**src/rtl/alu_if.sv**
```systemverilog
// Operand/result bundle between the datapath and the ALU.
// The ALU_OVF_EN macro adds the sticky signed-overflow flag Ovf.
// Vectors use ascending ranges, so index 0 is the MSB.
interface alu_if;
    logic [0:31] A;
    logic [0:31] B;
    logic [0:2]  S;
    logic [0:31] O;
    logic        Zero;
`ifdef ALU_OVF_EN
    logic        Ovf;
`endif

    // The datapath drives the operands and the op code, then reads the results.
`ifdef ALU_OVF_EN
    modport master (output A, output B, output S, input O, input Zero, input Ovf);
    modport slave  (input A, input B, input S, output O, output Zero, output Ovf);
`else
    modport master (output A, output B, output S, input O, input Zero);
    modport slave  (input A, input B, input S, output O, output Zero);
`endif
endinterface

```
**src/rtl/alu.sv**
```systemverilog
// 32-bit registered integer ALU with MIPS-style 3-bit op codes.
// The ALU_OVF_EN macro adds a sticky signed-overflow flag (Ovf) for ADD and SUB.
// Result and Zero are registered together. Latency is 1 cycle, throughput is 1 op per cycle.
module alu (
    input  logic clk,
    input  logic rst_n,
    alu_if.slave bus
);

    localparam logic [2:0] OpAnd  = 3'b000;
    localparam logic [2:0] OpOr   = 3'b001;
    localparam logic [2:0] OpAdd  = 3'b010;
    localparam logic [2:0] OpXor  = 3'b011;
    localparam logic [2:0] OpNor  = 3'b100;
    localparam logic [2:0] OpSltu = 3'b101;
    localparam logic [2:0] OpSub  = 3'b110;
    localparam logic [2:0] OpSlt  = 3'b111;

    // Internal little-endian copies. The ascending port ranges keep the same numeric value.
    logic [31:0] a;
    logic [31:0] b;
    logic [2:0]  op;

    assign a  = bus.A;
    assign b  = bus.B;
    assign op = bus.S;

    logic [31:0] sum;
    logic [32:0] diff;
    logic        carry_out;
    logic        ovf_add;
    logic        ovf_sub;
    logic        lt_signed;
    logic        lt_unsigned;

    logic [31:0] o_d;
    logic [31:0] o_q;
    logic        zero_d;
    logic        zero_q;

    // Adder, subtractor (A + ~B + 1) and the overflow and compare terms derived from them.
    always_comb begin
        sum         = a + b;
        diff        = {1'b0, a} + {1'b0, ~b} + 33'd1;
        carry_out   = diff[32];
        ovf_add     = (a[31] == b[31]) && (sum[31] != a[31]);
        ovf_sub     = (a[31] != b[31]) && (diff[31] != a[31]);
        // Sign of the difference, corrected by overflow, holds across the full signed range.
        lt_signed   = diff[31] ^ ovf_sub;
        // No carry out of A + ~B + 1 means a borrow occurred.
        lt_unsigned = ~carry_out;
    end

    // Result mux. Zero is taken from the next-state result, not from the stale register.
    always_comb begin
        o_d = 32'd0;
        unique case (op)
            OpAnd:   o_d = a & b;
            OpOr:    o_d = a | b;
            OpAdd:   o_d = sum;
            OpXor:   o_d = a ^ b;
            OpNor:   o_d = ~(a | b);
            OpSltu:  o_d = {31'd0, lt_unsigned};
            OpSub:   o_d = diff[31:0];
            OpSlt:   o_d = {31'd0, lt_signed};
            default: o_d = 32'd0;
        endcase
        zero_d = (o_d == 32'd0);
    end

    // Output registers. Reset clears the result and sets Zero, since a cleared result is zero.
    always_ff @(posedge clk or negedge rst_n) begin
        if (!rst_n) begin
            o_q    <= 32'd0;
            zero_q <= 1'b1;
        end else begin
            o_q    <= o_d;
            zero_q <= zero_d;
        end
    end

    assign bus.O    = o_q;
    assign bus.Zero = zero_q;

`ifdef ALU_OVF_EN
    logic ovf_d;
    logic ovf_q;

    // Ovf sets on a signed overflow from ADD or SUB and stays set until reset.
    always_comb begin
        ovf_d = ovf_q;
        if ((op == OpAdd && ovf_add) || (op == OpSub && ovf_sub)) begin
            ovf_d = 1'b1;
        end
    end

    // Sticky overflow register.
    always_ff @(posedge clk or negedge rst_n) begin
        if (!rst_n) begin
            ovf_q <= 1'b0;
        end else begin
            ovf_q <= ovf_d;
        end
    end

    assign bus.Ovf = ovf_q;
`else
    // Without the overflow flag, the ADD overflow term has no consumer.
    logic unused_ovf;
    assign unused_ovf = ovf_add;
`endif

endmodule

```
**src/flat_wrapper.sv**
```systemverilog
// flat-port wrapper written by rule: the top's interface ports become plain ports
module alu_flat 
  (clk, rst_n, bus_A, bus_B, bus_S, bus_O, bus_Zero);
  alu_if bus_i ();
  input  logic clk;
  input  logic rst_n;
  input wire logic [$bits(bus_i.A)-1:0] bus_A;
  input wire logic [$bits(bus_i.B)-1:0] bus_B;
  input wire logic [$bits(bus_i.S)-1:0] bus_S;
  output wire logic [$bits(bus_i.O)-1:0] bus_O;
  output wire logic [$bits(bus_i.Zero)-1:0] bus_Zero;
  assign bus_i.A = bus_A;
  assign bus_i.B = bus_B;
  assign bus_i.S = bus_S;
  assign bus_O = bus_i.O;
  assign bus_Zero = bus_i.Zero;
  alu u_core (.clk(clk), .rst_n(rst_n), .bus(bus_i));
endmodule
```
**config.mk**
```make
export PLATFORM = sky130hd
export DESIGN_NAME = alu_flat
export DESIGN_NICKNAME = d
export VERILOG_FILES = /design/src/rtl/alu_if.sv /design/src/rtl/alu.sv /design/src/flat_wrapper.sv
export SDC_FILE = /design/constraint.sdc
export NUM_CORES = 1
export LEC_CHECK = 0
export ABC_AREA = 0
export BUFFER_PORTS_ARGS = -buffer_cell sky130_fd_sc_hd__buf_2
export CAP_MARGIN = 20
export CORE_ASPECT_RATIO = 0.9
export CORE_UTILIZATION = 55
export CTS_BUF_LIST = sky130_fd_sc_hd__clkbuf_4 sky130_fd_sc_hd__clkbuf_8
export DETAILED_ROUTE_END_ITERATION = 8
export PLACE_DENSITY = 0.81
export SETUP_SLACK_MARGIN = 0.2
export SLEW_MARGIN = 30
export SYNTH_ARGS = -nofsm -noshare
export SYNTH_HDL_FRONTEND = slang
export SYNTH_SLANG_ARGS = --single-unit
```
**constraint.sdc**
```tcl
create_clock -name clk -period 0.8 [get_ports clk]
set_input_delay 0.04 -clock clk [delete_from_list [all_inputs] [get_ports clk]]
set_output_delay 0.04 -clock clk [all_outputs]
set_load 0.1 [all_outputs]
```
==> results of run 1 <==
metrics by stage:
| stage | hold WS, ns | util (%) | worst slack (ns) | cells |
|---|---|---|---|---|
| after floorplan | -0.256 | - | -2.68 | 942 |
| after global placement | -0.0406 | 94.4 | -2.86 | 1502 |
| after detailed placement | -0.0283 | 94.4 | -3.24 | 1502 |
cell families after synthesis:
| logic type | after synthesis | share of synthesized area, % |
|---|---|---|
| buffers and inverters | 154 | 9.88 |
| AOI/OAI and AO/OA | 329 | 33.0 |
| and+or+nand+nor | 289 | 20.6 |
| DFF | 33 | 12.3 |
| adders and majority gates | 99 | 18.8 |
| muxes | 22 | 3.37 |
| xor gates and xnor gates | 16 | 2.08 |
==> results.md, run 1 <==
- Outcome: aborted with a tool error
- Stage at which the run stopped: clock tree synthesis
- Error: [ERROR DPL-0038] Utilization greater than 100%, impossible to legalize
- Count leader, synth: sky130_fd_sc_hd__nor2_1
- Quantity of gates resized following cts: 248
- Buffers on Ports: 101
- TritonCTS Sinks: 33
- Cell area after placement: 11,000 µm²
- Number of synthesized register bits: 33
- Starting utilization of the core area: 57.6%
- Most used flip-flop cell after synthesis: sky130_fd_sc_hd__dfrtp_1
- Area fraction of the dominant cell type after synthesis: 17.9%
- Buffer levels on the longest clock path: 2
- RePlAce Congestion: 1.10
- DP Wirelength: 29.1 mm
- IO Count: 102
- Post-CTS repair timing setup buffer count: 42
- Die extent in y: 107 µm
- Sequential element share of the synthesized area: 12.3%
- Die width: 119 µm
- Post-Syn Nets: 1,110
- Synth warnings: 0
- Clock tree root driver cell: sky130_fd_sc_hd__clkbuf_8
- Number of buffers added by the clock tree synthesis step: 5
- Avg Synthesized Cell Area: 7.14 µm²
- Share of synthesized registers carrying an async set or reset: 100%
- Synth cell types: 80
- Combined area of all synthesized cells: 6730 µm²
- Total number of placement rows: 37
- Number of enable-type register cells in the synthesized netlist: 0
- Most common library cells after synthesis: sky130_fd_sc_hd__nor2_1, sky130_fd_sc_hd__ha_1, sky130_fd_sc_hd__inv_1
- Library cell with the largest summed area after synthesis: sky130_fd_sc_hd__ha_1
- Dominant cells by area after synthesis: sky130_fd_sc_hd__ha_1, sky130_fd_sc_hd__dfrtp_1, sky130_fd_sc_hd__a21oi_1
- CTS H-Tree Depth: 2
- Number of instances in the synthesized netlist: 942
==> inputs of run 2 (changes only) <==
CORE_ASPECT_RATIO = default   (was 0.9)
CORE_UTILIZATION = 40   (was 55)
CTS_BUF_LIST = default   (was sky130_fd_sc_hd__clkbuf_4 sky130_fd_sc_hd__clkbuf_8)
PLACE_DENSITY = default   (was 0.81)
PLACE_DENSITY_LB_ADDON = 0.15   (was default)
SETUP_SLACK_MARGIN = default   (was 0.2)
clock period = 1.05 ns   (was 0.8 ns; I/O delays follow)
==> results.md, run 2 <==
- Leading cell type in the layout, fill and taps excluded: sky130_fd_sc_hd__buf_4
- Worst slack at placement: -2.83 ns
- Power Dens Cells: 938 nW/µm²
- Fmax: 282 MHz
- Fraction of layout instances using a drive strength above 1: 52.3%
- Buffer levels on the longest clock path: 2
- Post-Syn Nets: 1,110
- Clock edge transition at the registers on the reported setup and hold paths: 0.06 ns
- Total number of placement rows: 47
- Number of instances in the synthesized netlist: 942
- Met2 usage: 55.6%
- Max-slew violations: 0
- Worst EP required: 1.24 ns
- Syn-to-layout area delta: 86.6%
- Number of antenna-violating nets in the routed design: 0
- Number of nets at the end of the flow: 1,552
- Initial antenna violation count: 0
- Combined area of all synthesized cells: 6730 µm²
- Slew at the pin closest to its max-slew limit: 0.587 ns
- Most common library cells after synthesis: sky130_fd_sc_hd__nor2_1, sky130_fd_sc_hd__ha_1, sky130_fd_sc_hd__inv_1
- Storage element area: 827 µm²
- Path class of the lowest-slack min-delay path: in -> async
- Critical path start-end classification: in -> reg
- Leakage Power: 5.72 nW
- IO Count: 102
- Most used flip-flop cell after synthesis: sky130_fd_sc_hd__dfrtp_1
- Non-filler instance count after layout: 1,605
- Final period util: 338%
- Worst slew margin relative to its limit: 60.6%
- Dominant cells by area after synthesis: sky130_fd_sc_hd__ha_1, sky130_fd_sc_hd__dfrtp_1, sky130_fd_sc_hd__a21oi_1
- Total number of vias: 9,307
- CP Launch Type: input pin
- Number of inserted filler cells in the final layout: 1,224
- TritonRoute pass-1 iters: 6
- Final-layout setup total negative slack: -37.02 ns
- Area of all placed cells without fillers: 12,600 µm²
- GR Util met1: 43.8%
- Die width: 132 µm
- CTS H-Tree Depth: 2
- Number of buffers added by the clock tree synthesis step: 5
- Critical path data arrival time: 3.74 ns
- Average detailed-routed wire length per instance: 19.0 µm
- Unrepaired setup endpoints after global routing: yes
- Gr busiest metal: met2
- Floorplan Core Area: 16,500 µm²
- Synth cell types: 80
- Clock tree root driver cell: sky130_fd_sc_hd__clkbuf_16
- Number of enable-type register cells in the synthesized netlist: 0
- Avg Synthesized Cell Area: 7.14 µm²
- Wirelength, routed: 30.5 mm
- TritonCTS Sinks: 33
- Number of synthesized register bits: 33
- Violations in the final reports: negative setup slack
- Fin crit period: 3.55 ns
- Wire length of the first global-routing pass: 46.5 mm
- Library cell with the largest summed area after synthesis: sky130_fd_sc_hd__ha_1
- Pin count of the biggest net entering global routing: 33
- Combined area of the multi-input logic cells: 6590 µm²
- Placed Instances: 1,559
- Area fraction of the dominant cell type after synthesis: 17.9%
- Crit path capture type: flop
- Die extent in y: 132 µm
- Synth warnings: 0
- Starting utilization of the core area: 40.7%
- Number of remaining DRC errors: 0
- Clock tree from TritonCTS: built
- Outcome: finished, violations left
- Count leader, synth: sky130_fd_sc_hd__nor2_1
- DP Wirelength: 22.8 mm
- Worst vdd rail ir drop: 701 µV
- Final global-route overflow total: 0
- Antenna cell count: 0
- Cell area after placement: 10,900 µm²
- Buffers on Ports: 101
- Via count of the first global-routing pass: 8,934
- Commonest cells after routing, fill and taps aside: sky130_fd_sc_hd__buf_4, sky130_fd_sc_hd__nor2_1, sky130_fd_sc_hd__ha_1, sky130_fd_sc_hd__inv_1, sky130_fd_sc_hd__a21oi_1
- Setup ws final: -2.50 ns
- Overall Global Routing Usage: 33.5%
- RePlAce Congestion: 0.974
- Vias per inst: 5.80
- Sequential element share of the synthesized area: 12.3%
- Total power draw: 0.0118 W
- Iter 0 DRT Violations: 949
- Met3 Use GR: 5.05%
- Worst-path maximum fanout: 3
- Final setup fails: 34
- Share of synthesized registers carrying an async set or reset: 100%
- MaxCap Viol Count: 0
- Die outline area: 17,300 µm²
- Flip-flop count of the largest register, all copies and words added: 32
- Number of failing hold endpoints at the final stage: 0
[run 2: cell counts after synthesis]
Identical to the previous run, type by type.
[run 2: stage by stage]
stage | utilization, % | hold slack, ns
3_3_place_gp | 65.9 | -0.0933
5_1_grt | 76.0 | 0.180
4_1_cts | 72.1 | 0.154
2_1_floorplan | - | -0.243
6_report | 76.0 | 0.149
3_5_place_dp | 65.9 | -0.0961
[run 2: where the power goes]
part	switching (W)	leakage [nW]	internal, W
Combinational	0.00481	5.25	0.00394
Clock	0.000548	0.0706	0.000870
Sequential	0.000146	0.400	0.00145
[run 2: layout make-up]
| class | count | share of cell area (%) |
|---|---|---|
| clock buffer | 6 | 1.03 |
| clock inverter | 2 | 0.0798 |
| inverter | 95 | 3.54 |
| multi-input combinational | 755 | 52.5 |
| sequential | 33 | 6.59 |
| tap | 220 | 2.19 |
| timing repair buffer | 494 | 34.0 |
[run 2: kinds of logic (layout without fill, tap and decap cells)]
kind of cell / after synthesis / after routing / share of synthesized area, %
AO/OA/AOI/OAI: 329 / 329 / 33.0
buffers and inverters: 154 / 597 / 9.88
adder cells (fa/ha/maj): 99 / 99 / 18.8
XOR/XNOR: 16 / 16 / 2.08
flip-flops: 33 / 33 / 12.3
multiplexers: 22 / 22 / 3.37
AND/OR/NAND/NOR: 289 / 289 / 20.6
[run 2: layer usage]
layer	wire length (µm)	part of all wire, %
met2	14100	46
met4	1240	4.1
met5	0	0
met1	12500	41
met3	2670	8.8
[run 2: final timing paths]
check | startpoint | end | slack, ns
min in group clk | bus_B[30] | u_core.bus.O[1] | 0.43
max in group asynchronous | rst_n | u_core.bus.O[24] | 0.45
min | rst_n | u_core.bus.O[0] | 0.15
max | bus_A[8] | u_core.bus.Zero | -2.50
[run 2: timing repair]
| item | 4_1_cts | 5_1_grt |
|---|---|---|
| endpoints found under the hold margin | 33 | 0 |
| hold buffers | 1 | 0 |
| setup buffers | 26 | 29 |
| pin swaps | 67 | 72 |
| gates resized for setup | 162 | 104 |
| endpoints found under the setup margin | 34 | 34 |
[run 2: critical path, stage by stage]
cell	delay, ns
sky130_fd_sc_hd__buf_8	0.10
sky130_fd_sc_hd__inv_4	0.05
sky130_fd_sc_hd__ha_4	0.20
sky130_fd_sc_hd__or4_4	0.56
sky130_fd_sc_hd__nor3_2	0.19
sky130_fd_sc_hd__a21oi_2	0.13
sky130_fd_sc_hd__a21o_1	0.21
sky130_fd_sc_hd__o21bai_2	0.19
sky130_fd_sc_hd__nand2_2	0.09
sky130_fd_sc_hd__a21oi_2	0.13
sky130_fd_sc_hd__nor2_1	0.06
sky130_fd_sc_hd__o21ba_2	0.21
sky130_fd_sc_hd__fa_1	0.49
sky130_fd_sc_hd__o211ai_1	0.11
sky130_fd_sc_hd__o21ai_1	0.14
sky130_fd_sc_hd__a21oi_2	0.10
sky130_fd_sc_hd__or4b_4	0.50
sky130_fd_sc_hd__nor4b_4	0.23
Note: power is estimated with default switching activity, not from simulation.
==> inputs of run 3 (changes only) <==
CELL_PAD_IN_SITES_DETAIL_PLACEMENT = 1   (was default)
CELL_PAD_IN_SITES_GLOBAL_PLACEMENT = 1   (was default)
CORE_UTILIZATION = 39   (was 40)
clock period = 3 ns   (was 1.05 ns; I/O delays follow)
==> results.md, run 3 (synthesis results as in run 2) <==
- Path class of the lowest-slack min-delay path: in -> reg
- Total number of vias: 10,800
- TritonCTS Sinks: 33
- Final-layout setup total negative slack: -4.01 ns
- Clock tree root driver cell: sky130_fd_sc_hd__clkbuf_16
- Wirelength, routed: 45.9 mm
- Buffers on Ports: 101
- Area of all placed cells without fillers: 11,000 µm²
- Worst EP required: 3.21 ns
- Unrepaired setup endpoints after global routing: yes
- Commonest cells after routing, fill and taps aside: sky130_fd_sc_hd__buf_4, sky130_fd_sc_hd__nor2_1, sky130_fd_sc_hd__buf_2, sky130_fd_sc_hd__ha_1, sky130_fd_sc_hd__inv_1
- DP Wirelength: 27.0 mm
- Critical path start-end classification: in -> reg
- Fraction of layout instances using a drive strength above 1: 44.2%
- TritonRoute pass-1 iters: 8
- Starting utilization of the core area: 40.3%
- IO Count: 102
- MaxCap Viol Count: 0
- Worst-case hold slack: 0.519 ns
- Final setup fails: 11
- Max-slew violations: 0
- Initial antenna violation count: 3
- Wire length of the first global-routing pass: 57.7 mm
- Vias per inst: 6.82
- Slew at the pin closest to its max-slew limit: 0.896 ns
- Violations in the final reports: negative setup slack
- CP Launch Type: input pin
- Clock edge transition at the registers on the reported setup and hold paths: 0.06 ns
- Number of failing hold endpoints at the final stage: 0
- Die extent in y: 133 µm
- Fmax: 220 MHz
- Leakage Power: 5.27 nW
- Total number of placement rows: 47
- Syn-to-layout area delta: 63.3%
- Power Dens Cells: 363 nW/µm²
- RePlAce Congestion: 0.997
- Buffer levels on the longest clock path: 2
- Placed Instances: 1,543
- Fin crit period: 4.54 ns
- Number of remaining DRC errors: 0
- Non-filler instance count after layout: 1,587
- Worst-path maximum fanout: 3
- Overall Global Routing Usage: 41.6%
- Worst vdd rail ir drop: 335 µV
- Leading cell type in the layout, fill and taps excluded: sky130_fd_sc_hd__buf_4
- Pin count of the biggest net entering global routing: 34
- Number of antenna-violating nets in the routed design: 0
- Number of buffers added by the clock tree synthesis step: 5
- Die outline area: 17,800 µm²
- Worst slew margin relative to its limit: 39.8%
- Number of nets at the end of the flow: 1,532
- Clock tree from TritonCTS: built
- Setup ws final: -1.54 ns
- Final period util: 151%
- Cell area after placement: 9840 µm²
- Flip-flop count of the largest register, all copies and words added: 32
- Critical path data arrival time: 4.75 ns
- Crit path capture type: flop
- Via count of the first global-routing pass: 10,400
- Final global-route overflow total: 0
- CTS H-Tree Depth: 2
- Outcome: finished, violations left
- Floorplan Core Area: 16,700 µm²
- Average detailed-routed wire length per instance: 28.9 µm
- Die width: 133 µm
- Iter 0 DRT Violations: 1,663
-- run 3: final cells by class --
cell class	count	area, µm²
diodes	2	5.00
clock buffers	5	125
clock inverters	3	17.5
fillers	2046	5720
inverters	95	382
multi-input cells	755	5900
flip-flops and latches	33	827
well taps	220	275
repair buffers	474	3450
-- run 3: per-layer routing --
layer | routed length, µm | global-route usage [%] | vias to the layer above
met2 | 19900 | 70.7 | 1017
met1 | 15700 | 48.8 | 5094
met3 | 5940 | 8.33 | 427
met4 | 4220 | 23.2 | 6
li1 | - | - | 4273
met5 | 89 | 0 | -
-- run 3: worst max-delay path, cell delays in order --
cell and delay, ns:
sky130_fd_sc_hd__buf_8 0.10, sky130_fd_sc_hd__buf_6 0.11, sky130_fd_sc_hd__ha_4 0.17, sky130_fd_sc_hd__fa_2 0.47, sky130_fd_sc_hd__a211oi_4 0.31, sky130_fd_sc_hd__o31a_1 0.28
sky130_fd_sc_hd__buf_4 0.15, sky130_fd_sc_hd__o21ai_2 0.07, sky130_fd_sc_hd__buf_4 0.16, sky130_fd_sc_hd__a311oi_1 0.77, sky130_fd_sc_hd__o22ai_2 0.32, sky130_fd_sc_hd__nor3_1 0.26
sky130_fd_sc_hd__nand3b_1 0.17, sky130_fd_sc_hd__nor4_4 0.33, sky130_fd_sc_hd__buf_4 0.19, sky130_fd_sc_hd__or4b_4 0.47, sky130_fd_sc_hd__nor4b_2 0.24
-- run 3: worst paths after layout --
path,to,from,slack [ns],depth (start not counted)
setup / recovery,u_core.bus.Zero,bus_B[0],-1.54,17
hold / removal,u_core.bus.Zero,bus_B[31],0.52,6
max in group asynchronous,u_core.bus.O[0],rst_n,1.91,2
min in group asynchronous,u_core.bus.O[23],rst_n,0.53,2
-- run 3: what timing repair did --
action,4_1_cts,5_1_grt
gates resized for setup,65,96
buffers inserted,17,20
hold endpoints to repair,32,0
endpoints found under the setup margin,7,11
pin swaps,7,47
hold buffers,1,0
-- run 3: report_power, final --
part	total, W	internal (W)	switching [W]
clock	0.000560	0.000306	0.000254
sequential	0.000543	0.000506	0.0000370
combinational	0.00288	0.00105	0.00184
total	0.00399	0.00186	0.00213
-- run 3: through the flow --
stage	setup WS (ns)	util, %	total power (W)
6_report	-1.54	65.7	0.00399
3_5_place_dp	-1.22	58.9	0.00286
2_1_floorplan	-0.588	-	0.00187
4_1_cts	-0.764	62.2	0.00348
5_1_grt	-1.47	65.7	0.00405
3_3_place_gp	-1.11	58.9	0.00280
